### src/rtl/fifo_write_arbiter_if.sv
// Write-side bus between the producers, the arbiter and the FIFO write logic.
// The producer handshake, the FIFO full flag and the arbiter results share one bundle.
// "slave" is the arbiter's view. "master" is the view of whatever surrounds it:
// the producers plus the FIFO write-pointer logic.
interface fifo_write_arbiter_if #(
    parameter int DATASIZE = 8,
    parameter int NREQ     = 4
) ();
    logic [NREQ-1:0]          req_valid;
    logic [NREQ-1:0]          req_last;
    logic [NREQ*DATASIZE-1:0] req_data;
    logic [NREQ-1:0]          req_ready;
    logic                     wfull;
    logic                     winc;
    logic [DATASIZE-1:0]      wdata;
    logic [NREQ-1:0]          gnt;
    logic                     locked;
    logic                     stall;

    modport slave (
        input  req_valid, req_last, req_data, wfull,
        output req_ready, winc, wdata, gnt, locked, stall
    );

    modport master (
        output req_valid, req_last, req_data, wfull,
        input  req_ready, winc, wdata, gnt, locked, stall
    );
endinterface

### src/rtl/fifo_write_arbiter.sv
// Round-robin write arbiter in front of the FIFO memory and write pointer.
// It picks one producer per cycle and drives winc/wdata combinationally
// (zero-latency acceptance). An optional burst lock keeps up to MAXBURST beats
// of one producer contiguous in the FIFO.
module fifo_write_arbiter #(
    parameter int DATASIZE = 8,
    parameter int NREQ     = 4,
    parameter int MAXBURST = 4
) (
    input  logic                 wclk,
    input  logic                 wrst_n,
    fifo_write_arbiter_if.slave  bus
);
    localparam int PW = (NREQ > 1) ? $clog2(NREQ) : 1;
    localparam int BW = (MAXBURST > 1) ? $clog2(MAXBURST) : 1;
    localparam logic [BW-1:0] BEAT_LAST = BW'(MAXBURST - 1);
    localparam logic [PW-1:0] PTR_RESET = PW'(NREQ - 1);

    // Registered arbitration state
    logic [PW-1:0] rr_ptr_reg, rr_ptr_next;
    logic [PW-1:0] owner_reg, owner_next;
    logic          lock_reg, lock_next;
    logic [BW-1:0] beat_reg, beat_next;

    // Combinational selection
    logic [PW-1:0] scan_try;
    logic [PW-1:0] scan_idx;
    logic          scan_found;
    logic [PW-1:0] sel_idx;
    logic          sel_valid;
    logic          burst_end;

    logic [NREQ-1:0]     gnt_int;
    logic [NREQ-1:0]     ready_int;
    logic [DATASIZE-1:0] data_masked [NREQ];
    logic [DATASIZE-1:0] wdata_int;
    logic                winc_int;

    // Round-robin scan: first valid requester after the one served last
    always_comb begin
        scan_found = 1'b0;
        scan_idx   = '0;
        scan_try   = '0;
        for (int k = 1; k <= NREQ; k++) begin
            scan_try = PW'((int'(rr_ptr_reg) + k) % NREQ);
            if (!scan_found && bus.req_valid[scan_try]) begin
                scan_found = 1'b1;
                scan_idx   = scan_try;
            end
        end
    end

    // While locked the owner stays selected even if its valid is low, which
    // creates a bubble instead of letting another producer break the burst.
    assign sel_valid = lock_reg | scan_found;
    assign sel_idx   = lock_reg ? owner_reg : scan_idx;

    // Per-requester grant and data masking. Reset forces every grant to zero,
    // so all outputs derived from gnt are also zero while reset is asserted.
    genvar gi;
    generate
        for (gi = 0; gi < NREQ; gi++) begin : g_req
            assign gnt_int[gi]     = wrst_n & sel_valid & (sel_idx == PW'(gi)) & bus.req_valid[gi];
            assign ready_int[gi]   = gnt_int[gi] & ~bus.wfull;
            assign data_masked[gi] = gnt_int[gi] ? bus.req_data[gi*DATASIZE +: DATASIZE] : '0;
        end
    endgenerate

    // One-hot grant, so OR-ing the masked words yields the selected word or zero
    always_comb begin
        wdata_int = '0;
        for (int k = 0; k < NREQ; k++) begin
            wdata_int = wdata_int | data_masked[k];
        end
    end

    assign winc_int = |(bus.req_valid & ready_int);

    assign bus.gnt       = gnt_int;
    assign bus.req_ready = ready_int;
    assign bus.winc      = winc_int;
    assign bus.wdata     = wdata_int;
    assign bus.stall     = (|gnt_int) & bus.wfull;
    assign bus.locked    = lock_reg & wrst_n;

    // Next-state logic: state only moves on an actual write. wfull reaches
    // the state solely through winc.
    always_comb begin
        rr_ptr_next = rr_ptr_reg;
        owner_next  = owner_reg;
        lock_next   = lock_reg;
        beat_next   = beat_reg;
        burst_end   = bus.req_last[sel_idx] | (beat_reg == BEAT_LAST);
        if (winc_int) begin
            if (burst_end) begin
                lock_next   = 1'b0;
                beat_next   = '0;
                rr_ptr_next = sel_idx;
            end else begin
                lock_next   = 1'b1;
                owner_next  = sel_idx;
                beat_next   = beat_reg + 1'b1;
            end
        end
    end

    // State register. Reset gives requester 0 first priority and drops any burst.
    always_ff @(posedge wclk or negedge wrst_n) begin
        if (!wrst_n) begin
            rr_ptr_reg <= PTR_RESET;
            owner_reg  <= '0;
            lock_reg   <= 1'b0;
            beat_reg   <= '0;
        end else begin
            rr_ptr_reg <= rr_ptr_next;
            owner_reg  <= owner_next;
            lock_reg   <= lock_next;
            beat_reg   <= beat_next;
        end
    end
endmodule
### src/flat_wrapper.sv
// flat-port wrapper written by rule: the top's interface ports become plain ports
module fifo_write_arbiter_flat 
#(
    parameter int DATASIZE = 8,
    parameter int NREQ     = 4,
    parameter int MAXBURST = 4
)
  (wclk, wrst_n, bus_req_valid, bus_req_last, bus_req_data, bus_wfull, bus_req_ready, bus_winc, bus_wdata, bus_gnt, bus_locked, bus_stall);
  fifo_write_arbiter_if #(.DATASIZE(DATASIZE), .NREQ(NREQ)) bus_i ();
  input  logic wclk;
  input  logic wrst_n;
  input wire logic [$bits(bus_i.req_valid)-1:0] bus_req_valid;
  input wire logic [$bits(bus_i.req_last)-1:0] bus_req_last;
  input wire logic [$bits(bus_i.req_data)-1:0] bus_req_data;
  input wire logic [$bits(bus_i.wfull)-1:0] bus_wfull;
  output wire logic [$bits(bus_i.req_ready)-1:0] bus_req_ready;
  output wire logic [$bits(bus_i.winc)-1:0] bus_winc;
  output wire logic [$bits(bus_i.wdata)-1:0] bus_wdata;
  output wire logic [$bits(bus_i.gnt)-1:0] bus_gnt;
  output wire logic [$bits(bus_i.locked)-1:0] bus_locked;
  output wire logic [$bits(bus_i.stall)-1:0] bus_stall;
  assign bus_i.req_valid = bus_req_valid;
  assign bus_i.req_last = bus_req_last;
  assign bus_i.req_data = bus_req_data;
  assign bus_i.wfull = bus_wfull;
  assign bus_req_ready = bus_i.req_ready;
  assign bus_winc = bus_i.winc;
  assign bus_wdata = bus_i.wdata;
  assign bus_gnt = bus_i.gnt;
  assign bus_locked = bus_i.locked;
  assign bus_stall = bus_i.stall;
  fifo_write_arbiter #(.DATASIZE(DATASIZE), .NREQ(NREQ), .MAXBURST(MAXBURST)) u_core (.wclk(wclk), .wrst_n(wrst_n), .bus(bus_i));
endmodule
### config.mk
export PLATFORM = sky130hd
export DESIGN_NAME = fifo_write_arbiter_flat
export DESIGN_NICKNAME = d
export VERILOG_FILES = /design/src/rtl/fifo_write_arbiter_if.sv /design/src/rtl/fifo_write_arbiter.sv /design/src/flat_wrapper.sv
export SDC_FILE = /design/constraint.sdc
export NUM_CORES = 1
export LEC_CHECK = 0
export ABC_AREA = 0
export CORE_UTILIZATION = 30
export CTS_CLUSTER_DIAMETER = 60
export CTS_CLUSTER_SIZE = 25
export DETAILED_ROUTE_END_ITERATION = 6
export PLACE_DENSITY_LB_ADDON = 0.12
export SYNTH_ARGS = -nofsm -noshare
export SYNTH_HDL_FRONTEND = slang
export SYNTH_SLANG_ARGS = --single-unit
### constraint.sdc
create_clock -name wclk -period 7.03 [get_ports wclk]
set_input_delay 0.703 -clock wclk [delete_from_list [all_inputs] [get_ports wclk]]
set_output_delay 0.703 -clock wclk [all_outputs]
set_load 0.03 [all_outputs]
==> metrics, run 1 <==
outcome=finished, violations left; violated checks=design-rule violations; DIE AREA=0.00324 mm2; FP Rows=19; Clock Skews=between 0.003 and 0.004 ns; Worst R2R Path Depth=9; DP HPWL=~2300 um; element type at the critical path start=input pin; total track usage=a little under a fifth; Max-Cap Viols=0; Core Area=roughly 0.0028 mm2; fin crit share=64.5%; placed insts=191; Slew Limit Fails=0; Num CTS Buffers=3; Filler cells=~280; clock-pin slew on the worst setup and hold paths=0.06 ns; CP dominant cell by count=clkdlybuf4s50_1; Post-synth EDFFs=0; critical path cell sequence=clkdlybuf4s50_1 > nor4_1 > or4b_4 > o31ai_4 > and4b_1 > a22oi_1 > o21ai_0 > clkdlybuf4s50_1; final net count=around 210; area grow syn2layout=71.8%; synth unique cells=42; DR pass1 iterations=6; slowest cell on the critical path=clkdlybuf4s50_1; final setup fails=0; via count=1068; min Tclk post-route=approximately 4.5 ns; Clock Root Buffer=clkbuf_4; hold path depth=1; delay-heaviest family, CP=buffers and inverters; largest net degree at the start of global routing=19; Post-Syn Nets=149; final worst slack=2.50 ns; Peak VDD IR=just over 200 uV; Final Util=55.4%; Final ANT Viol Nets=0; leakage=0.000593 uW; clock buffer depth=2; Worst Hold End=u_core.beat_reg[1]$_DFFE_PN0P_; antenna violations before repair=0; DRT Wirelength=around 2900 um; Port Buf Inserts=61; CTS tree=done; crit path DAT=between 3 and 4 ns; CP endpoint kind=primary output; Mapped Cells=about 110; setup TNS=0 ns; Antenna diodes=0; Final GP Congestion=a little under 0.8; worst hold start=u_core.beat_reg[1]$_DFFE_PN0P_; Yosys reg bits=7; first-pass GRT wire length=approximately 4800 um; Critical R2R Launch=u_core.rr_ptr_reg[0]$_DFFE_PN1P_; register area share after synthesis=between 10% and 20%; Post-CTS Hold Buffers=0; max incr delay on CP=between 0.7 and 0.8 ns; DP Worst Slack=around 2.5 ns; htree depth=1; relative slew slack=44.6%; RSZ-0062 raised after global routing=false; Yosys warning count=0; postcts setup bufs=0; 1st-iter DRT viols=43; share of cells above drive strength 1=about 12%; die span in y=56.9 um; ys async rst share=100%; storage element area=about 180 um2; Sink Count=7; Die W=around 57 um; GRT Residual Overflow=0; Worst Path Class, Setup=input pin to primary output; worst reg2reg path endpoint=u_core.owner_reg[0]$_DFFE_PN0P_; Mapped Area=around 900 um2; DRC violations left=8; pwr/cell area=around 300 mW/mm2; required time worst endpoint=approximately 6.3 ns; vias in the first global route=approximately 1100; CP bufs+invs=2; Max Clk Rate=221 MHz; initial core utilization=around 32%; Worst Hold Class=register to register; Routed WL per cell=~15 um; Syn Area/Cell=8.62 um2; number of I/O pins=62; R2R Setup Slk=roughly 4.4 ns; worst-margin pin slew=~0.82 ns; Non-Filler Instances=slightly below 200; prevailing post-synth register cell=dfrtp_1; clock latency on the worst-skew pair=around 0.25 ns; Final Hold Vio Count=0; Post-CTS Resized=0; Via-to-Cell Ratio=roughly 5.5; Fin Hold WS=~0.53 ns; CP max FO=14; area of the multi-input gates=679 um2
## logic make-up (layout without fill, tap and decap cells)
group	Yosys count	in the layout	share of synthesized area [%]
AO/OA/AOI/OAI	41	41	36.9
flip-flops	7	7	19.6
adder cells (fa/ha/maj)	1	1	1.38
buffers and inverters	11	70	5.26
multiplexers	9	9	12.0
AND/OR/NAND/NOR	36	36	24.8
## metrics by stage
stage / total power, uW / instance area [um2]
2_1_floorplan: 327 / 905
3_3_place_gp: 428 / 1530
3_5_place_dp: 433 / 1530
4_1_cts: 473 / 1550
5_1_grt: 504 / 1550
6_report: 471 / 1550
## layout make-up
type	count	area share [%]
inverters	5	1.37
repair buffers	61	39.3
well taps	31	2.50
multi-input cells	87	43.7
clock buffers	4	1.69
flip-flops and latches	7	11.4
## synth_stat cells, types with 3 or more instances
| cell | instances | area (um2) |
|---|---|---|
| o21ai_0 | 10 | 50.1 |
| nand2_1 | 9 | 33.8 |
| a22oi_1 | 8 | 60.1 |
| a32oi_1 | 7 | 61.3 |
| dfrtp_1 | 5 | 125 |
| inv_1 | 4 | 15.0 |
| a21oi_1 | 3 | 15.0 |
| and2_1 | 3 | 18.8 |
| buf_2 | 3 | 15.0 |
| clkbuf_1 | 3 | 11.3 |
| mux2_4 | 3 | 45.0 |
| mux2i_1 | 3 | 30.0 |
| nor2_1 | 3 | 11.3 |
| nor2b_1 | 3 | 18.8 |
| nor3_1 | 3 | 15.0 |
## worst max path at each step
stage                      from               end  slack (ns)  cells past startpoint
6_report       bus_req_valid[3]      bus_wdata[3]        2.50                      8
5_1_grt        bus_req_valid[3]      bus_wdata[3]        2.31                      8
4_1_cts        bus_req_valid[3]      bus_wdata[3]        2.52                      8
3_5_place_dp   bus_req_valid[3]      bus_wdata[3]        2.52                      8
3_3_place_gp   bus_req_valid[3]      bus_wdata[1]        2.57                      8
2_1_floorplan  bus_req_valid[1]  bus_req_ready[0]        3.79                      6
## where the power goes
group	internal (uW)	switching, uW
Combinational	161	185
Sequential	62.2	25.1
Clock	21.7	16.1
## cells in the final DEF, fill, tap and decap left out, types with 2 or more instances in the layout
cell type / n
a32oi_1: 7
nor2b_1: 3
mux2i_1: 3
and2_1: 3
mux2_1: 2
nor4_1: 2
clkbuf_4: 3
a2bb2oi_2: 2
dfrtp_1: 5
o21a_1: 2
dfstp_2: 2
a21oi_1: 3
o21ai_0: 10
mux2_4: 3
nand2_1: 9
a22oi_1: 8
clkdlybuf4s50_1: 61
nand3_1: 2
inv_1: 4
o31ai_4: 2
nor3_1: 3
nand2b_1: 2
nor2_1: 3
## metal layers
metal,vias to the layer above,global-route usage [%],share of wire [%]
li1,527,-,-
met1,501,22.4,43
met2,34,33.6,50
met3,6,1.61,5.5
met4,0,7.67,1.6
met5,-,0,0
Note: power is estimated with default switching activity, not from simulation.
==> run 2, diff against run 1 <==
==> constraint.sdc (replaced) <==
create_clock -name wclk -period 3.81 [get_ports wclk]
set_input_delay 0.381 -clock wclk [delete_from_list [all_inputs] [get_ports wclk]]
set_output_delay 0.381 -clock wclk [all_outputs]
set_load 0.03 [all_outputs]
==> run 2 against run 1 <==
The run still ends with design-rule violations left. Global-route usage grew 0.42 points. Non-clock buffer count increased by 6. Sequential cell count unchanged. Clock skew shrank 0.0021 ns. Sequential power rose by 84%. Clock-buffer cell count unchanged. Combinational power rose by 93%. Critical path depth did not move. Via count increased by 1.6%. Clock power rose by 80%. Critical path type unchanged.
==> metrics, run 2 (synthesized netlist as in run 1, its figures left out) <==
outcome=finished, violations left; violated checks=design-rule violations; worst-margin pin slew=slightly below 0.9 ns; initial core utilization=32.2%; Non-Filler Instances=201; CTS tree=done; CP bufs+invs=2; Final GP Congestion=approximately 0.84; total track usage=a little under a fifth; clock latency on the worst-skew pair=0.25 ns; DIE AREA=0.00324 mm2; fin crit share=94.7%; Num CTS Buffers=3; Final Hold Vio Count=0; clock-pin slew on the worst setup and hold paths=0.05 ns; critical path cell sequence=clkdlybuf4s50_1 > nor3b_2 > or4b_4 > o31ai_4 > and4b_1 > a22oi_1 > o21ai_0 > clkdlybuf4s50_1; crit path DAT=around 3.2 ns; DR pass1 iterations=6; pwr/cell area=560 mW/mm2; Post-CTS Resized=0; Internal=between 400 and 500 uW; slowest cell on the critical path=clkdlybuf4s50_1; antenna violations before repair=0; delay-heaviest family, CP=buffers and inverters; postcts setup bufs=0; die span in y=about 57 um; share of cells above drive strength 1=~16%; final net count=~220; DRC violations left=7; GRT Residual Overflow=0; DRT Wirelength=~3000 um; via count=1085; 1st-iter DRT viols=49; leakage=around 0.00062 uW; Sink Count=7; P_sw=about 430 uW; placed insts=197; Slew Limit Fails=0; Worst Hold Class=input pin to asynchronous set/reset pin; largest net degree at the start of global routing=13; relative slew slack=slightly above 40%; combinational share of power=approximately 75%; most frequent cells in the layout=clkdlybuf4s50_1, o21ai_0, nand2_1, a22oi_1, a32oi_1; clock buffer depth=2; Port Buf Inserts=61; Via-to-Cell Ratio=approximately 5.4; final setup fails=0; min Tclk post-route=roughly 3.6 ns; vias in the first global route=1057; required time worst endpoint=~3.4 ns; Die W=between 50 and 60 um; Final ANT Viol Nets=0; Routed WL per cell=around 15 um; area grow syn2layout=77.0%; RSZ-0062 raised after global routing=false; CP max FO=9; Post-CTS Hold Buffers=0; CP endpoint kind=primary output; Worst Path Class, Setup=input pin to primary output; clock power share=approximately 7.6%; htree depth=1; number of I/O pins=a little over 60; Antenna diodes=0; Max-Cap Viols=0; CP dominant cell by count=clkdlybuf4s50_1; max incr delay on CP=around 0.70 ns; Max Clk Rate=roughly 280 MHz; first-pass GRT wire length=4890 um; switching fraction of total power=between 40% and 50%; Core Area=0.00281 mm2; Clock Root Buffer=clkbuf_4; sequential share of power=18.0%; DP HPWL=2510 um; element type at the critical path start=input pin; Peak VDD IR=~300 uV; setup TNS=0 ns; Clock Skews=0.000915 ns; FP Rows=19; most common cell after layout, fill and taps aside=clkdlybuf4s50_1
## run 2: cell count changes in the layout (fill, tap and decap cells not counted), sizes merged
| cell | delta |
|---|---|
| buf | +6 |
## run 2: worst reg2reg max path: cells and delay by family (launching register included)
| kind | cells | cell delay, ns |
|---|---|---|
| buffers and inverters | 1 | 0.05 |
| multiplexers | 2 | 0.40 |
| flip-flops | 1 | 0.58 |
| AND/OR/NAND/NOR | 2 | 0.28 |
| AO/OA/AOI/OAI | 4 | 1.20 |
## run 2: worst paths after layout
kind	start	endpoint	slack [ns]	depth (start not counted)
max	bus_req_valid[1]	bus_wdata[3]	0.20	8
min	wrst_n	u_core.beat_reg[1]$_DFFE_PN0P_	0.50	2
max reg2reg	u_core.rr_ptr_reg[0]$_DFFE_PN1P_	u_core.owner_reg[0]$_DFFE_PN0P_	1.19	9
min reg2reg	u_core.beat_reg[1]$_DFFE_PN0P_	u_core.beat_reg[1]$_DFFE_PN0P_	0.52	1
max in group asynchronous	wrst_n	u_core.rr_ptr_reg[1]$_DFFE_PN1P_	3.09	2
min in group wclk	u_core.beat_reg[1]$_DFFE_PN0P_	u_core.beat_reg[1]$_DFFE_PN0P_	0.52	1
## run 2: through the flow
step	utilization [%]	area, um2	hold slack [ns]	worst slack, ns	total power (uW)
6_report	57.1	1600	0.502	0.202	897
3_3_place_gp	56.1	1570	0.495	0.228	819
5_1_grt	57.1	1600	0.502	0.0235	959
2_1_floorplan	-	905	0.0854	1.13	603
3_5_place_dp	56.1	1570	0.503	0.174	829
4_1_cts	57.0	1600	0.499	0.175	899
## run 2: layer usage
metal	track usage (%)	wire (um)	up-vias	part of all wire, %
li1	-	-	539	-
met1	24.2	1360	516	45
met2	33.4	1510	28	50
met3	1.84	151	2	5.0
met4	6.27	19	0	0.62
met5	0	0	-	0
## run 2: final cells by class
cell class | count | area [um2]
flip-flops and latches | 7 | 178
clock buffers | 4 | 26.3
inverters | 5 | 21.3
repair buffers | 67 | 656
well taps | 31 | 38.8
fillers | 277 | 1200
multi-input cells | 87 | 682
## run 2: power by group through the flow
stage	sequential, uW	clock, uW	combinational [uW]
detailed placement	161	0	668
CTS	160	68.9	670
floorplan	138	0	465
finish	161	68.0	668
global placement	159	0	660
global route	165	76.6	717
==> run 3, diff against run 2 <==
--- a/config.mk
+++ b/config.mk
@@ -11,6 +11,7 @@
 export CTS_CLUSTER_SIZE = 25
 export DETAILED_ROUTE_END_ITERATION = 6
 export PLACE_DENSITY_LB_ADDON = 0.12
+export SLEW_MARGIN = 25
 export SYNTH_ARGS = -nofsm -noshare
 export SYNTH_HDL_FRONTEND = slang
 export SYNTH_SLANG_ARGS = --single-unit
==> results of run 3 <==
No change in the layout: final DEF, timing and power equal those of run 2.
